`src/rtl/seg7_pkg.sv`:
```
// Shared 7-segment constants and the segment-to-ASCII inverse table.
// Bit order of seg_n is {g,f,e,d,c,b,a}; a 1 means the segment is dark.
package seg7_pkg;

    localparam logic [6:0] SEG_BLANK     = 7'b1111111;
    localparam logic [6:0] SEG_ALL       = 7'b0000000;
    localparam logic [7:0] ASCII_UNKNOWN = 8'h3F;

    typedef struct packed {
        logic       hit;
        logic [7:0] ascii;
    } seg7_dec_t;

    // Patterns shared by several glyphs decode once: digits over letters.
    function automatic seg7_dec_t seg7_to_ascii(input logic [6:0] seg_n);
        seg7_dec_t r;
        r.hit   = 1'b1;
        r.ascii = ASCII_UNKNOWN;
        case (seg_n)
            7'b1111111: r.ascii = 8'h20;
            7'b0111111: r.ascii = 8'h2D;
            7'b1000000: r.ascii = 8'h30;
            7'b1111001: r.ascii = 8'h31;
            7'b0100100: r.ascii = 8'h32;
            7'b0110000: r.ascii = 8'h33;
            7'b0011001: r.ascii = 8'h34;
            7'b0010010: r.ascii = 8'h35;
            7'b0000010: r.ascii = 8'h36;
            7'b1111000: r.ascii = 8'h37;
            7'b0000000: r.ascii = 8'h38;
            7'b0010000: r.ascii = 8'h39;
            7'b0001000: r.ascii = 8'h41;
            7'b0000011: r.ascii = 8'h42;
            7'b1000110: r.ascii = 8'h43;
            7'b0100001: r.ascii = 8'h44;
            7'b0000110: r.ascii = 8'h45;
            7'b0001110: r.ascii = 8'h46;
            7'b1000010: r.ascii = 8'h47;
            7'b0001001: r.ascii = 8'h48;
            7'b1001111: r.ascii = 8'h49;
            7'b1100001: r.ascii = 8'h4A;
            7'b1000111: r.ascii = 8'h4C;
            7'b0101011: r.ascii = 8'h4E;
            7'b0001100: r.ascii = 8'h50;
            7'b0101111: r.ascii = 8'h52;
            7'b0000111: r.ascii = 8'h54;
            7'b1000001: r.ascii = 8'h55;
            7'b1010101: r.ascii = 8'h57;
            7'b0010001: r.ascii = 8'h59;
            default: begin
                r.hit   = 1'b0;
                r.ascii = ASCII_UNKNOWN;
            end
        endcase
        return r;
    endfunction

endpackage

```
`src/rtl/seg7_ascii_decode.sv`:
```
// Combinational segment-pattern to ASCII decoder.
// Thin wrapper so the table lives in one place (the package).
module seg7_ascii_decode
    import seg7_pkg::*;
(
    input  logic [6:0] seg_n,
    output logic       hit,
    output logic [7:0] ascii
);

    seg7_dec_t dec;

    always_comb begin
        dec   = seg7_to_ascii(seg_n);
        hit   = dec.hit;
        ascii = dec.ascii;
    end

endmodule

```
`src/rtl/seg7_ascii_capture.sv`:
```
// Snoops a scanned active-low 7-seg bus, debounces and decodes each digit,
// filters repeats against a shadow copy and queues {pos,char} for a consumer.
module seg7_ascii_capture
    import seg7_pkg::*;
#(
    parameter int NUM_DIGITS    = 6,
    parameter int STABLE_CYCLES = 4,
    parameter int FIFO_DEPTH    = 4
) (
    input  logic                          clk,
    input  logic                          reset,
    input  logic [6:0]                    seg_n,
    input  logic [NUM_DIGITS-1:0]         dig_sel,
    input  logic                          resync,
    input  logic                          clear_flags,
    output logic                          char_valid,
    input  logic                          char_ready,
    output logic [7:0]                    char_data,
    output logic [$clog2(NUM_DIGITS)-1:0] char_pos,
    output logic                          overflow,
    output logic                          decode_err
);

    localparam int POS_W = $clog2(NUM_DIGITS);
    localparam int CNT_W = $clog2(STABLE_CYCLES);
    localparam int AW    = $clog2(FIFO_DEPTH);
    localparam int EW    = POS_W + 8;

    localparam logic [CNT_W-1:0] CNT_MAX = CNT_W'(STABLE_CYCLES - 1);
    localparam logic [CNT_W-1:0] CNT_ARM = CNT_W'(STABLE_CYCLES - 2);
    localparam logic [AW:0]      FULL_N  = (AW + 1)'(FIFO_DEPTH);

    logic [NUM_DIGITS-1:0] samp_sel;
    logic [6:0]            samp_seg;
    logic [CNT_W-1:0]      cnt;
    logic                  one_hot;
    logic                  same;
    logic                  capture;
    logic [POS_W-1:0]      pos;
    logic                  dec_hit;
    logic [7:0]            dec_ascii;

    logic [7:0]            shadow [NUM_DIGITS];
    logic [NUM_DIGITS-1:0] shadow_v;
    logic                  is_new;

    logic [EW-1:0]         mem [FIFO_DEPTH];
    logic [AW-1:0]         wr_ptr;
    logic [AW-1:0]         rd_ptr;
    logic [AW:0]           count;
    logic                  full;
    logic                  pop;
    logic                  push_req;
    logic                  push;
    logic                  drop;

    assign one_hot = (dig_sel != '0) &&
                     ((dig_sel & (dig_sel - NUM_DIGITS'(1))) == '0);
    assign same    = (dig_sel == samp_sel) && (seg_n == samp_seg);

    // Fires on the edge where the counter would step from ARM to MAX,
    // so a saturated dwell never captures twice.
    assign capture = one_hot && same && (cnt == CNT_ARM);

    always_ff @(posedge clk or posedge reset) begin
        if (reset) begin
            samp_sel <= '0;
            samp_seg <= SEG_BLANK;
            cnt      <= '0;
        end else begin
            samp_sel <= dig_sel;
            samp_seg <= seg_n;
            if (!one_hot || !same)
                cnt <= '0;
            else if (cnt != CNT_MAX)
                cnt <= cnt + CNT_W'(1);
        end
    end

    always_comb begin
        pos = '0;
        for (int i = 0; i < NUM_DIGITS; i++)
            if (samp_sel[i])
                pos = POS_W'(i);
    end

    seg7_ascii_decode u_decode (
        .seg_n (samp_seg),
        .hit   (dec_hit),
        .ascii (dec_ascii)
    );

    assign is_new   = !shadow_v[pos] || (shadow[pos] != dec_ascii);
    assign full     = (count == FULL_N);
    assign char_valid = (count != '0);
    assign pop      = char_valid && char_ready;
    assign push_req = capture && is_new;
    assign push     = push_req && (!full || pop);
    assign drop     = push_req && full && !pop;

    always_ff @(posedge clk or posedge reset) begin
        if (reset) begin
            shadow_v <= '0;
            for (int i = 0; i < NUM_DIGITS; i++)
                shadow[i] <= '0;
        end else if (resync) begin
            shadow_v <= '0;
        end else if (push) begin
            shadow_v[pos] <= 1'b1;
            shadow[pos]   <= dec_ascii;
        end
    end

    always_ff @(posedge clk or posedge reset) begin
        if (reset) begin
            wr_ptr <= '0;
            rd_ptr <= '0;
            count  <= '0;
            for (int i = 0; i < FIFO_DEPTH; i++)
                mem[i] <= '0;
        end else begin
            if (push) begin
                mem[wr_ptr] <= {pos, dec_ascii};
                wr_ptr      <= wr_ptr + AW'(1);
            end
            if (pop)
                rd_ptr <= rd_ptr + AW'(1);
            case ({push, pop})
                2'b10:   count <= count + (AW + 1)'(1);
                2'b01:   count <= count - (AW + 1)'(1);
                default: count <= count;
            endcase
        end
    end

    assign char_data = mem[rd_ptr][7:0];
    assign char_pos  = mem[rd_ptr][EW-1:8];

    // Set wins over a coincident clear.
    always_ff @(posedge clk or posedge reset) begin
        if (reset) begin
            overflow   <= 1'b0;
            decode_err <= 1'b0;
        end else begin
            if (drop)
                overflow <= 1'b1;
            else if (clear_flags)
                overflow <= 1'b0;
            if (capture && !dec_hit)
                decode_err <= 1'b1;
            else if (clear_flags)
                decode_err <= 1'b0;
        end
    end

endmodule
```
`config.mk`:
```
export PLATFORM = sky130hd
export DESIGN_NAME = seg7_ascii_capture
export DESIGN_NICKNAME = d
export VERILOG_FILES = /design/src/rtl/seg7_pkg.sv /design/src/rtl/seg7_ascii_decode.sv /design/src/rtl/seg7_ascii_capture.sv
export SDC_FILE = /design/constraint.sdc
export NUM_CORES = 1
export LEC_CHECK = 0
export CORE_MARGIN = 5
export CORE_UTILIZATION = 65
export DETAILED_ROUTE_END_ITERATION = 8
export GPL_TIMING_DRIVEN = 0
export HOLD_SLACK_MARGIN = 0.05
export PLACE_DENSITY = 0.85
export REMOVE_ABC_BUFFERS = 1
export SLEW_MARGIN = 40
export SYNTH_ARGS = -nofsm -noshare
export SYNTH_HDL_FRONTEND = slang
export SYNTH_SLANG_ARGS = --single-unit
```
`constraint.sdc`:
```
create_clock -name clk -period 6.74 [get_ports clk]
set_clock_uncertainty 0.15 [all_clocks]
set_input_delay 2.022 -clock clk [delete_from_list [all_inputs] [get_ports clk]]
set_output_delay 2.022 -clock clk [all_outputs]
set_load 0.05 [all_outputs]
```
# Word level (Yosys, flattened, before mapping)
# Cells that the tools add are included.
[classes] addsub=6 magnitude_cmp=7 eq_ne=37 mux=31 n_bitwise=6 n_reduce_logical=33
[ops] op="$pmux 7 s30" n=1
[ops] op="$eq 7x7->1 const B" n=11
[ops] op="$bwmux 48" n=1
[ops] op="$bwmux 44" n=1
[ops] op="$eq 7x6->1 const B" n=6
[ops] op="$mux 11" n=3
[ops] op="$reduce_or 30->1" n=1
[ops] op="$eq 7x4->1 const B" n=4
[ops] op="$eq 7x5->1 const B" n=4
[ops] op="$bmux 8 s3" n=1
[ops] op="$demux 8 s3" n=1
[ops] op="$mux 8" n=3
[ops] op="$bmux 11 s2" n=1
[ops] op="$demux 11 s2" n=1
[ops] op="$eq 7x2->1 const B" n=2
[ops] op="$eq 7x3->1 const B" n=2
[ops] op="$logic_and 1x1->1" n=13
[ops] op="$mux 3" n=4
[ops] op="$mux 6" n=2
[ops] op="$reduce_bool 2->1" n=5
[ops] op="$ne 8x8->1" n=1
[ops] op="$eq 7x7->1" n=1
[ops] op="$logic_not 7->1" n=1
[ops] op="$mux 1" n=7
[ops] op="30 further kinds" n=43
[word_totals] register_bits=122 input_bits=18 out_inout_bits=14 wordCells=139

# Depth between registers and ports, before layout
[depth] depth_word=15 depth_mapped=17

# Cells and area by module
# Synthesis repeated with hierarchy kept, for this count alone.
[hier_totals] cells_unflattened=604 area_unflattened_um2=6897.9
[by_module_without_submodules] mod="seg7_ascii_capture" n_inst=1 cells_each=487 area_each_um2=6178.4 seq_area_each_um2=3061.7
[by_module_without_submodules] mod="seg7_ascii_decode" n_inst=1 cells_each=117 area_each_um2=719.4 seq_area_each_um2=0.0

# Worst setup path before layout
# OpenSTA, ideal clock, no wires.
[synth_path] path_kind="input -> register" start="in seg_n[4]" end="reg count[2]" arrival_time_ps=4166 slack_ps=2299 path_stages=13 cell_sequence="xor2_1 > nor4_1 > o2111ai_1 > nor2_1 > o21a_1 > nand2_1 > or3_1 > ha_1 > inv_1 > fa_1 > xor2_1 > nor2_1 > xor2_1"
[synth_via] elab_chain_cells=8
[synth_lines] item="start, declared" line="seg7_ascii_capture.sv:12" rtl="input logic [6:0] seg_n,"
[synth_lines] item="$eq 7x7->1 *" line="seg7_ascii_capture.sv:59" rtl="assign same = (dig_sel == samp_sel) && (seg_n == samp_seg);"
[synth_lines] item="$logic_and 1x1->1 *" line="seg7_ascii_capture.sv:59"
[synth_lines] item="$logic_and 1x1->1 * (2 in a row)" line="seg7_ascii_capture.sv:63" rtl="assign capture = one_hot && same && (cnt == CNT_ARM);"
[synth_lines] item="$logic_and 1x1->1 *" line="seg7_ascii_capture.sv:97" rtl="assign push_req = capture && is_new;"
[synth_lines] item="$logic_and 1x1->1 *" line="seg7_ascii_capture.sv:98" rtl="assign push = push_req && (!full || pop);"
[synth_lines] item="$eq 2x1->1 / $eq 2x2->1 (equally long branches)" line="seg7_ascii_capture.sv:128" rtl="case ({push, pop})"
[synth_lines] item="$pmux 3 s2 / $reduce_bool 2->1 (equally long branches)"
[synth_lines] item="end signal, assigned" line="seg7_ascii_capture.sv:129" rtl="2'b10: count <= count + (AW + 1)'(1);"
[synth_lines] item="end signal, assigned" line="seg7_ascii_capture.sv:130" rtl="2'b01: count <= count - (AW + 1)'(1);"
[synth_lines] item="end signal, assigned" line="seg7_ascii_capture.sv:131" rtl="default: count <= count;"
[synth_lines] item="end, declared" line="seg7_ascii_capture.sv:50" rtl="logic [AW:0] count;"
# Every way passes the cells marked *; elsewhere a longest branch is shown, timed or not.
# A chain may end at the register's enable or synchronous reset.

# Worst setup path in the final report
[layout_path] start="reg samp_seg[6]" end="reg count[2]"
[layout_via] elab_chain_cells=8
[layout_lines] item="start, declared" line="seg7_ascii_capture.sv:34" rtl="logic [6:0] samp_seg;"
[layout_lines] item="start signal, assigned" line="seg7_ascii_capture.sv:72" rtl="samp_seg <= seg_n;"
[layout_lines] item="$eq 7x5->1 (tied with other cells)" line="seg7_pkg.sv:19" rtl="case (seg_n)"
[layout_lines] item="$pmux 7 s30 / $logic_and 1x1->1 (equally long branches)" line="seg7_pkg.sv:19, seg7_ascii_capture.sv:59"
[layout_lines] item="$ne 8x8->1 / $logic_and 1x1->1 (equally long branches)" line="seg7_ascii_capture.sv:93, seg7_ascii_capture.sv:63"
[layout_lines] item="$logic_or 1x1->1 / $logic_and 1x1->1 (equally long branches)" line="seg7_ascii_capture.sv:93, seg7_ascii_capture.sv:63"
[layout_lines] item="$logic_and 1x1->1 *" line="seg7_ascii_capture.sv:97"
[layout_lines] item="$logic_and 1x1->1 *" line="seg7_ascii_capture.sv:98"
[layout_lines] item="$eq 2x1->1 / $eq 2x2->1 (equally long branches)" line="seg7_ascii_capture.sv:128"
[layout_lines] item="$pmux 3 s2 / $reduce_bool 2->1 (equally long branches)"
# Marks and branches as above.

==> metrics.txt <==
DR iter-0 viols 387; main flop type after synthesis dfrtp_1; Max Slew Vio Count 0; # diodes 0; DRT Pass-1 Iters 5; Die H 108 um; Post-Route M1 WL 5710 um; hold_ws 343 ps; clock share of power 31.1%; MaxCap Viol Count 0; Post-Place Worst Slack 1300 ps; crit start category flop; P_leak 3.03 nW; CP endpoint kind flop; Filler cells 642; max layer used met4; Core Area 9280 um2; Synth async-reset ratio 100%; worst skew pair latency 370 ps; critical path arrival 5270 ps; fin nets 556; Post-DP HPWL 9160 um; layout cell share with drive strength beyond 1 25.2%; number of global-route vias before repair 4453; total number of vias 4289; Internal Power 0.887 mW; CTS Root Cell clkbuf_8; NetSw 0.363 mW; grt ovf 0; Port Buffers 30; Synth-to-Final Area Change 8.59%; metal2 WL 6630 um; Flop pwr share 57.8%; post-synth top area cell dfrtp_1; HP Class flop to flop; YS warnings 0; setup tns final 0 ps; commonest non-fill, non-tap cell in the layout dfrtp_1; synthesized instance count 525; largest net degree at the start of global routing 77; Cell Rows 35; die area 11600 um2; synth unique cells 78; CTS Sinks 112; Final Hold Vio Count 0; IO Count 32; # Post-CTS Setup Buffers 0; Worst-path clk slew 110 ps; GRT Total Usage 24.6%; Seq/Total Area, Yosys 45.3%; outcome completed; count of flip-flops with a built-in enable after synthesis 0; Cell Area, Synth 6200 um2; Die Width 108 um; final setup fails 0; Period minus WS final 5110 ps; CP max FO 30; Max Fclk 196 MHz; Logic pwr share 11.1%; first-pass GRT wire length 22500 um; Num CTS Buffers 9; Worst slew margin 43.6%; Syn Area/Cell 11.8 um2; drt drc 0; wire per inst 19.8 um; synthesized flop and latch total 112; Vias/cell 6.46; hold_buf cts 0; Final period util 75.8%; post-synth top area share 42.3%; sw frac 29.1%; RSZ-0062 raised after global routing no; final wirelength 13200 um; routed wl met3 569 um; Initial Util 66.8%; Synth area leaders dfrtp_1, mux2_2, mux4_2, mux2_4, dfstp_2; H-tree levels 3; Final Wtd Congestion 0.884; cts repair resizes 0; Peak supply drop 0.172 mV; antenna violations before repair 0; CTS tree done; Crit Path Class flop to flop; CTS max path bufs 2; Worst-Margin Slew 840 ps; CP required 6900 ps; Setup WS post-layout 1630 ps; PwrDens 186 nW/um2; commonest non-fill, non-tap cells in the layout dfrtp_1, mux2_2, clkdlybuf4s50_1; Routed Antenna Nets 0
power groups by stage:
stage               clock (mW)  sequential, mW  combinational [mW]
CTS                      0.397           0.722               0.138
floorplan                    0           0.722              0.0939
global route             0.430           0.728               0.151
detailed placement           0           0.734               0.138
finish                   0.389           0.723               0.139
global placement             0           0.733               0.129
area by class of cell:
class | instances | area (um2) | share of cell area, %
inverter | 16 | 67.6 | 1.00
clock buffer | 9 | 124 | 1.84
timing repair buffer | 31 | 328 | 4.87
sequential | 112 | 2810 | 41.7
multi-input combinational | 360 | 3170 | 47.0
clock inverter | 7 | 75.1 | 1.11
tap | 129 | 161 | 2.40
Yosys cell counts (3+ instances only):
| cell type | instances |
|---|---|
| a32o_1 | 3 |
| nand2b_1 | 3 |
| or3_1 | 3 |
| and2_1 | 3 |
| buf_6 | 4 |
| nand2_1 | 21 |
| clkbuf_1 | 14 |
| a21o_1 | 9 |
| dfstp_2 | 7 |
| ha_1 | 7 |
| o221ai_1 | 5 |
| a21oi_1 | 11 |
| o21ai_0 | 15 |
| nor3b_1 | 8 |
| nand3b_1 | 3 |
| nor3_1 | 16 |
| and3b_1 | 3 |
| nand3_1 | 13 |
| nor2_1 | 20 |
| nand4_1 | 7 |
| mux2_2 | 67 |
| buf_2 | 11 |
| nor2b_1 | 10 |
| buf_1 | 5 |
| nand4_2 | 4 |
| inv_1 | 16 |
| nor4bb_1 | 5 |
| mux2i_1 | 9 |
| dfrtp_1 | 105 |
| mux4_2 | 10 |
| nor4b_1 | 3 |
| buf_4 | 3 |
| mux2_4 | 14 |
| xor2_1 | 16 |
| xnor2_1 | 8 |
| a22o_1 | 3 |
| nor4_1 | 5 |
| nand4b_1 | 4 |
| o31a_1 | 3 |
| a211o_1 | 3 |
final timing paths:
| check | slack (ps) | cells after the start | endpoint | start |
|---|---|---|---|---|
| max reg2reg | 1630 | 14 | count[2] | samp_seg[6] |
| max in group asynchronous | 3930 | 3 | rd_ptr[0] | reset |
| min in group asynchronous | 1870 | 2 | cnt[0] | reset |
| min | 340 | 1 | shadow_v[5] | shadow_v[5] |
| min reg2reg | 340 | 1 | shadow_v[5] | shadow_v[5] |
| max | 1630 | 14 | count[2] | samp_seg[6] |
through the flow:
stage	cells	util, %	cell area [um2]	power [mW]
detailed placement	648	70.3	6530	0.872
CTS	664	72.4	6720	1.26
global route	664	72.6	6740	1.31
floorplan	488	-	6010	0.816
global placement	647	69.7	6470	0.862
finish	664	72.6	6740	1.25
state kept, by name, indices dropped and copies added (netlist names):
| name | flops |
|---|---|
| shadow_v | 6 |
| samp_sel | 6 |
| mem | 40 |
| count | 3 |
| shadow | 42 |
| cnt | 2 |
| decode_err | 1 |
| overflow | 1 |
| rd_ptr | 2 |
| wr_ptr | 2 |
| samp_seg | 7 |
per-layer routing:
metal / vias to the layer above / global-route usage (%)
li1: 1954 / -
met1: 2180 / 33.0
met2: 128 / 40.9
met3: 27 / 4.20
met4: 0 / 7.75
met5: - / 0
logic make-up (layout without fill, tap and decap cells):
logic type                 after synthesis  in the layout  share of synthesized area (%)
and+or+nand+nor                        147            147                           15.0
buffers and inverters                   53             63                           4.09
xor gates and xnor gates                24             24                           3.39
muxes                                  100            100                           20.6
adders and majority gates                8              8                           1.73
AOI/OAI and AO/OA                       80             80                           9.74
DFF                                    112            112                           45.3
other                                    1              1                         0.0604
critical path, cell delays in order, from the launching register on:
cell and delay, ps:
dfstp_2 880, nor2b_1 300, o32ai_1 110, o311ai_1 670
o41a_1 570, and3_1 250, o221ai_1 220, a2111oi_4 620
or3_1 220, ha_1 190, inv_1 60, fa_1 370
xor2_1 150, nor2_1 110, xor2_1 160
Power figures use the tool's default switching activity.
